--- src/rtl/afpm_seq_ctrl.sv ---
// Sequencer between the byte-wide pins and the 16-bit log-approximate FP multiplier core.
// It assembles two-beat operands, starts the core, and streams the result out (or NaN on a timeout).
module afpm_seq_ctrl #(
    parameter int unsigned TIMEOUT = 15,
    parameter logic [15:0] NAN_VAL = 16'h7E00
) (
    input  logic        clk,
    input  logic        rst_n,
    input  logic        ena,
    input  logic        in_valid,
    input  logic [7:0]  a_byte,
    input  logic [7:0]  b_byte,
    output logic        in_ready,
    output logic [15:0] op_a,
    output logic [15:0] op_b,
    output logic        core_start,
    input  logic        core_done,
    input  logic [15:0] core_result,
    output logic [7:0]  out_byte,
    output logic        out_valid,
    output logic        out_first,
    output logic        timeout_err
);

    typedef enum logic [2:0] {
        S_IDLE,
        S_LOAD_HI,
        S_ISSUE,
        S_WAIT,
        S_OUT_LO,
        S_OUT_HI
    } state_t;

    localparam logic [7:0] CNT_LAST = 8'(TIMEOUT - 1);

    state_t      state_q, state_d;
    logic [7:0]  cnt_q, cnt_d;
    logic [15:0] op_a_q, op_a_d;
    logic [15:0] op_b_q, op_b_d;
    logic [15:0] res_q, res_d;
    logic        terr_q, terr_d;
    logic        start_q, start_d;
    logic        oval_q, oval_d;
    logic        ofirst_q, ofirst_d;
    logic [7:0]  obyte_q, obyte_d;
    logic        accept;

    assign in_ready = ena & ((state_q == S_IDLE) | (state_q == S_LOAD_HI));
    assign accept   = in_valid & in_ready;

    always_comb begin
        state_d = state_q;
        cnt_d   = cnt_q;
        op_a_d  = op_a_q;
        op_b_d  = op_b_q;
        res_d   = res_q;
        terr_d  = terr_q;
        if (ena) begin
            unique case (state_q)
                S_IDLE: begin
                    if (accept) begin
                        op_a_d[7:0] = a_byte;
                        op_b_d[7:0] = b_byte;
                        terr_d      = 1'b0;
                        state_d     = S_LOAD_HI;
                    end
                end
                S_LOAD_HI: begin
                    if (accept) begin
                        op_a_d[15:8] = a_byte;
                        op_b_d[15:8] = b_byte;
                        state_d      = S_ISSUE;
                    end
                end
                S_ISSUE: begin
                    cnt_d   = 8'd0;
                    state_d = S_WAIT;
                end
                S_WAIT: begin
                    // A completion on the expiry edge takes priority over the watchdog.
                    if (core_done) begin
                        res_d   = core_result;
                        state_d = S_OUT_LO;
                    end else if (cnt_q >= CNT_LAST) begin
                        res_d   = NAN_VAL;
                        terr_d  = 1'b1;
                        state_d = S_OUT_LO;
                    end else begin
                        cnt_d = cnt_q + 8'd1;
                    end
                end
                S_OUT_LO: state_d = S_OUT_HI;
                S_OUT_HI: state_d = S_IDLE;
                default:  state_d = S_IDLE;
            endcase
        end
    end

    // Output flops hold the decode of the state being entered; while ena is low they hold
    // along with the state and are masked at the pins, so the action replays when ena returns.
    always_comb begin
        start_d  = (state_d == S_ISSUE);
        oval_d   = (state_d == S_OUT_LO) | (state_d == S_OUT_HI);
        ofirst_d = (state_d == S_OUT_LO);
        obyte_d  = 8'd0;
        if (state_d == S_OUT_LO) begin
            obyte_d = res_d[7:0];
        end else if (state_d == S_OUT_HI) begin
            obyte_d = res_d[15:8];
        end
    end

    always_ff @(posedge clk or negedge rst_n) begin
        if (!rst_n) begin
            state_q  <= S_IDLE;
            cnt_q    <= 8'd0;
            op_a_q   <= 16'd0;
            op_b_q   <= 16'd0;
            res_q    <= 16'd0;
            terr_q   <= 1'b0;
            start_q  <= 1'b0;
            oval_q   <= 1'b0;
            ofirst_q <= 1'b0;
            obyte_q  <= 8'd0;
        end else begin
            state_q  <= state_d;
            cnt_q    <= cnt_d;
            op_a_q   <= op_a_d;
            op_b_q   <= op_b_d;
            res_q    <= res_d;
            terr_q   <= terr_d;
            start_q  <= start_d;
            oval_q   <= oval_d;
            ofirst_q <= ofirst_d;
            obyte_q  <= obyte_d;
        end
    end

    assign op_a        = op_a_q;
    assign op_b        = op_b_q;
    assign timeout_err = terr_q;
    assign core_start  = start_q & ena;
    assign out_valid   = oval_q & ena;
    assign out_first   = ofirst_q & ena;
    assign out_byte    = obyte_q & {8{ena}};

endmodule

--- config.mk ---
export PLATFORM = sky130hd
export DESIGN_NAME = afpm_seq_ctrl
export DESIGN_NICKNAME = d
export VERILOG_FILES = /design/src/rtl/afpm_seq_ctrl.sv
export SDC_FILE = /design/constraint.sdc
export NUM_CORES = 1
export LEC_CHECK = 0
export CAP_MARGIN = 20
export CORE_MARGIN = 2
export CORE_UTILIZATION = 52
export CTS_BUF_LIST = sky130_fd_sc_hd__clkbuf_16
export DETAILED_ROUTE_END_ITERATION = 7
export PLACE_DENSITY = 0.93
export SLEW_MARGIN = 0
export SYNTH_ARGS = -nofsm -noshare
export SYNTH_HDL_FRONTEND = slang
export SYNTH_SLANG_ARGS = --single-unit
--- constraint.sdc ---
create_clock -name clk -period 2.7 [get_ports clk]
set_clock_uncertainty 0.05 [all_clocks]
set_input_delay 0.54 -clock clk [delete_from_list [all_inputs] [get_ports clk]]
set_output_delay 0.54 -clock clk [all_outputs]
set_load 0.1 [all_outputs]
==> run summary, run 1 <==
• headroom to the max-slew limit: 0.427
• Final Util: 0.772
• number of nets with antenna violations after routing: 0
• IO Pins: 82
• site row count: 27
• number of inserted diodes: 0
• number of buffers created by CTS: 9
• number of enable-type register cells in the synthesized netlist: 0
• Seq/Total Area, Yosys: 0.585
• slew at the pin closest to its max-slew limit: 0.859 ns
• overall die width: 80.4 um
• type of the most critical hold path: in -> async
• crit path launch type: input port
• residual overflow from global routing: 0
• final non-filler cell total: 396
• die height: 80.4 um
• Avg Synthesized Cell Area: 13.3 sq um
• result of the run: completed
• clock root buffer: sky130_fd_sc_hd__clkbuf_16
• synthesized flop and latch total: 71
• Critical Path End Type: output pin
• Total Neg Setup Slack: 0 ns
• cts-stage hold buffer count: 0
• final HPWL from detailed placement: 4770 um
• most frequent cells in the layout: sky130_fd_sc_hd__dfrtp_1 (71), sky130_fd_sc_hd__buf_4 (40), sky130_fd_sc_hd__clkdlybuf4s50_1 (35)
• netlist area before placement: 3040 sq um
• kind of critical path: in -> out
• Async SR Flop Fraction: 1.00
• nets in the synthesized netlist: 268
• H-tree depth reported by CTS: 3
• core area: 5570 sq um
• Placed Area: 3990 sq um
• area enclosed by the die boundary: 6460 sq um
• Starting Density: 0.545
• detailed-route via count: 2,226
• gpl congestion: 0.815
• post-CTS setup repair buffer count: 0
• IO buf count: 81
• GR Util All Layers: 0.249
• Final Net Count: 358
• via count of the first global-routing pass: 2,425
• largest fanout on the critical path: 11
• hold violation total from the final report: 0
• final std cell area, no fill: 4300 sq um
• setup slack of the most critical reg-to-reg path: 0.56 ns
• required arrival time at the worst endpoint: 2.11 ns
• count of warnings emitted by yosys: 0
• number of antenna violations at the first check in global routing: 0
• # DRC: 0
• clock slew seen by the registers of the worst setup and hold paths: 0.06 ns
• layout-stage area growth over the synthesis result: 41.8%
• period utilization: 0.892
• Placed Instances: 380
• length in cells of the worst reg-to-reg path: 7
• routed vias/inst: 5.62
• post-route minimum period: 2.41 ns
• timing-limited maximum frequency: 415 MHz
• Max-cap violations: 0
• drt wl/cell: 18.1 um
• number of sinks driven by the clock tree: 71
• Arrival @ worst endpoint: 1.82 ns
• most common cell after layout, fill and taps aside: sky130_fd_sc_hd__dfrtp_1
• CTS tree: done
• Reg-to-Reg Start: cnt_q[0]$_DFFE_PN0P_
• Total Routed Length: 7180 um
• library cells used by synthesis: 46
• Slew Viols, Final: 0
• maximum number of pins on one net before global-route repair: 72
• wire length of the first global-routing pass: 12,000 um
• router iterations before antenna repair: 7
• most used flip-flop cell after synthesis: sky130_fd_sc_hd__dfrtp_1
• setup repair after global routing missed its margin: false
• endpoints failing setup: 0
• endpoint of the most critical register-to-register path: obyte_q[4]$_DFF_PN0_
• number of DRC markers in iteration 0: 181
• fraction of layout cells with a size suffix above 1: 0.392
• count of instances resized after the clock tree is built: 0
• Max Root-Sink Buffers: 2
• clk_lat worst skew: 0.33 ns
• instance count of the mapped netlist: 229
## per-stage QoR
| step | setup WS (ns) | hold WS [ns] |
|---|---|---|
| 5_1_grt | 0.248 | 0.450 |
| 3_3_place_gp | 0.246 | 0.419 |
| 4_1_cts | 0.284 | 0.392 |
| 3_5_place_dp | 0.134 | 0.423 |
| 2_1_floorplan | 0.0877 | 0.194 |
| 6_report | 0.291 | 0.363 |
## routing by layer
metal,GRT usage,vias up,share of wire
li1,-,1006,-
met1,0.307,1098,0.40
met3,0.0876,17,0.095
met2,0.393,105,0.49
met5,0,-,0
met4,0.119,0,0.020
## critical path, cell delays in order
cell and delay [ns]:
sky130_fd_sc_hd__clkdlybuf4s50_1 0.66, sky130_fd_sc_hd__buf_4 0.23, sky130_fd_sc_hd__and2_1 0.19, sky130_fd_sc_hd__buf_12 0.19
## Yosys cell counts, drive strengths merged (2+ instances only)
library cell,n,area [sq um]
nand2,7,26.3
o31ai,2,42.5
o21ai,5,25.0
ha,2,25.0
a21oi,8,40.0
a31oi,4,25.0
nand4b,2,17.5
buf,9,53.8
nor2b,4,25.0
and2,11,68.8
mux2,32,360
dfrtp,71,1780
nor2,9,38.8
nor3,17,130
a22o,10,114
nor3b,3,32.5
inv,8,30.0
o22a,6,52.6
nand3,2,10.0
## state kept, by name, summed over array words and instances (netlist names)
name and cells:
op_a 16, op_b 16, res_q 16, cnt_q 8
obyte_q 8, state_q 3, ofirst_q 1, oval_q 1
start_q 1, timeout_err 1
## cells by family (layout without fill, tap and decap cells)
family | after synthesis | after routing | synth area share
flops | 71 | 71 | 0.585
simple gates | 63 | 63 | 0.137
mux | 33 | 33 | 0.122
xor+xnor | 1 | 1 | 0.00289
compound gates | 41 | 41 | 0.115
buf+inv | 18 | 113 | 0.0289
fa+ha+maj | 2 | 2 | 0.00824
## area by class of cell
cell class,count,area [sq um]
clock buffers,9,225
clock inverters,7,88.8
fillers,321,1270
inverters,8,30.0
multi-input cells,140,1180
flip-flops and latches,71,1780
well taps,72,90.1
repair buffers,89,916
## how the worst max path moves through the flow
stage          from              endpoint  slack (ns)  cells past startpoint
6_report        ena           out_byte[1]        0.29                      4
5_1_grt         ena             out_first        0.25                      4
4_1_cts         ena           out_byte[1]        0.28                      4
3_5_place_dp    ena  obyte_q[7]$_DFF_PN0_        0.13                      6
3_3_place_gp    ena  obyte_q[7]$_DFF_PN0_        0.25                      6
2_1_floorplan   ena   op_a[0]$_DFFE_PN0P_        0.09                      5
Power of run 1 is not shown: default switching activity piles up to over one toggle a cycle in this logic, so the estimate is an artifact.
==> inputs of run 2 (changes only) <==
- CORE_ASPECT_RATIO: unset -> 2
- SLEW_MARGIN: 0 -> unset
==> run 2 against run 1 <==
Effect of this change:
- cell count down 2.8%
- fmax down 0.82%
- first-iteration DRC count down 71%
- flip-flop and latch count unchanged
- critical path depth unchanged
==> run summary, run 2 (same netlist as run 1, synthesis figures left out) <==
• timing-limited maximum frequency: 412 MHz, -0.82%
• Max Root-Sink Buffers: 2, unchanged
• Max-cap violations: 0, unchanged
• # DRC: 0, unchanged
• number of nets with antenna violations after routing: 0, unchanged
• Final Util: 0.764, -0.00802
• Arrival @ worst endpoint: 1.84 ns, +0.02 ns
• IO buf count: 81, unchanged
• GRT busiest layer: met2
• clk_lat worst skew: 0.33 ns, about the same
• Placed Instances: 369, -2.9%
• residual overflow from global routing: 0, unchanged
• Total Routed Length: 7180 um, about the same
• number of DRC markers in iteration 0: 53, -71%
• routed vias/inst: 5.69, +1.2%
• most frequent cells in the layout: sky130_fd_sc_hd__dfrtp_1 (71), sky130_fd_sc_hd__buf_4 (39), sky130_fd_sc_hd__clkdlybuf4s50_1 (35)
• Slew Viols, Final: 0, unchanged
• drt wl/cell: 18.6 um, +2.8%
• headroom to the max-slew limit: 0.607, +0.179
• met1 Resource Use GR: 0.233, -0.0737
• largest fanout on the critical path: 13, +2
• worst setup slack before clock tree synthesis: 0.0241 ns, -0.109 ns
• Starting Density: 0.536, -0.00831
• slew at the pin closest to its max-slew limit: 0.586 ns, -0.273 ns
• hold violation total from the final report: 0, unchanged
• kind of critical path: in -> out
• endpoints failing setup: 0, unchanged
• maximum number of pins on one net before global-route repair: 49, -32%
• type of the most critical hold path: in -> async
• number of buffers created by CTS: 9, unchanged
• final HPWL from detailed placement: 5180 um, +8.7%
• fraction of layout cells with a size suffix above 1: 0.392, unchanged
• number of inserted diodes: 0, unchanged
• Final Net Count: 358, unchanged
• grt met3 use: 0.0818, -0.00584
• site row count: 39, +44%
• crit path launch type: input port
• period utilization: 0.900, +0.00737
• die height: 112 um, +39%
• setup slack of the most critical reg-to-reg path: 0.66 ns, +0.10 ns
• cts-stage hold buffer count: 0, unchanged
• core area: 5660 sq um, +1.5%
• number of antenna violations at the first check in global routing: 0, unchanged
• most common cell after layout, fill and taps aside: sky130_fd_sc_hd__dfrtp_1
• clock slew seen by the registers of the worst setup and hold paths: 0.06 ns, about the same
• result of the run: completed
• H-tree depth reported by CTS: 3, unchanged
• overall die width: 58.0 um, -28%
• Final WS setup: 0.271 ns, -0.0199 ns
• router iterations before antenna repair: 4, -3
• gpl congestion: 0.860, +5.5%
• wire length of the first global-routing pass: 11,800 um, -2.3%
• count of instances resized after the clock tree is built: 0, unchanged
• layout-stage area growth over the synthesis result: 42.5%
• Total Neg Setup Slack: 0 ns, unchanged
• post-route minimum period: 2.43 ns, +0.0199 ns
• GR Util All Layers: 0.245, -0.00419
• detailed-route via count: 2,190, -1.6%
• CTS tree: done
• via count of the first global-routing pass: 2,450, +1.0%
• area enclosed by the die boundary: 6500 sq um, +0.58%
• GR Layer Usage met2: 0.442, +0.0491
• Critical Path End Type: output pin
• number of sinks driven by the clock tree: 71, unchanged
• required arrival time at the worst endpoint: 2.11 ns, about the same
• final non-filler cell total: 385, -2.8%
• IO Pins: 82, unchanged
• setup repair after global routing missed its margin: false
• clock root buffer: sky130_fd_sc_hd__clkbuf_16
• post-CTS setup repair buffer count: 0, unchanged
==> run 2: cell types whose count changed in the layout (fill, tap and decap cells not counted) <==
cell,previous run,this run
sky130_fd_sc_hd__clkinvlp_4,1,0
sky130_fd_sc_hd__buf_4,40,39
sky130_fd_sc_hd__clkinv_1,1,2
sky130_fd_sc_hd__inv_1,8,7
sky130_fd_sc_hd__buf_12,13,14
sky130_fd_sc_hd__bufinv_16,2,3
==> run 2: worst paths after layout <==
path,start,cells after the start,to
setup / recovery,ena,4,out_byte[5]
hold / removal,rst_n,1,op_b[3]$_DFFE_PN0P_
setup reg to reg,cnt_q[0]$_DFFE_PN0P_,7,obyte_q[4]$_DFF_PN0_
hold reg to reg,res_q[1]$_DFF_PN0_,1,res_q[1]$_DFF_PN0_
max in group asynchronous,rst_n,2,obyte_q[3]$_DFF_PN0_
min in group clk,res_q[1]$_DFF_PN0_,1,res_q[1]$_DFF_PN0_
==> run 2: cell type report <==
| cell class | count | area, sq um |
|---|---|---|
| fill | 379 | 1340 |
| multi-input combinational | 140 | 1180 |
| timing repair buffer | 89 | 928 |
| clock buffer | 9 | 225 |
| clock inverter | 7 | 111 |
| inverter | 8 | 30.0 |
| sequential | 71 | 1780 |
| tap | 61 | 76.3 |
==> run 2: critical path: stages <==
cell and delay [ns]:
sky130_fd_sc_hd__clkdlybuf4s50_1 0.69, sky130_fd_sc_hd__buf_4 0.22, sky130_fd_sc_hd__and2_1 0.19, sky130_fd_sc_hd__buf_12 0.19
==> run 2: stage by stage <==
step	hold WS (ns)	instance area, sq um
6_report	0.144	4330
5_1_grt	0.181	4330
4_1_cts	0.149	4330
3_5_place_dp	0.424	3990
3_3_place_gp	0.420	3990
2_1_floorplan	0.194	3040
==> run 2: routing by layer <==
metal	part of all wire	wire length [um]
met5	0	0
met4	0.037	266
met3	0.056	404
met2	0.59	4220
met1	0.32	2290
Power of run 2 is left out for the same reason.
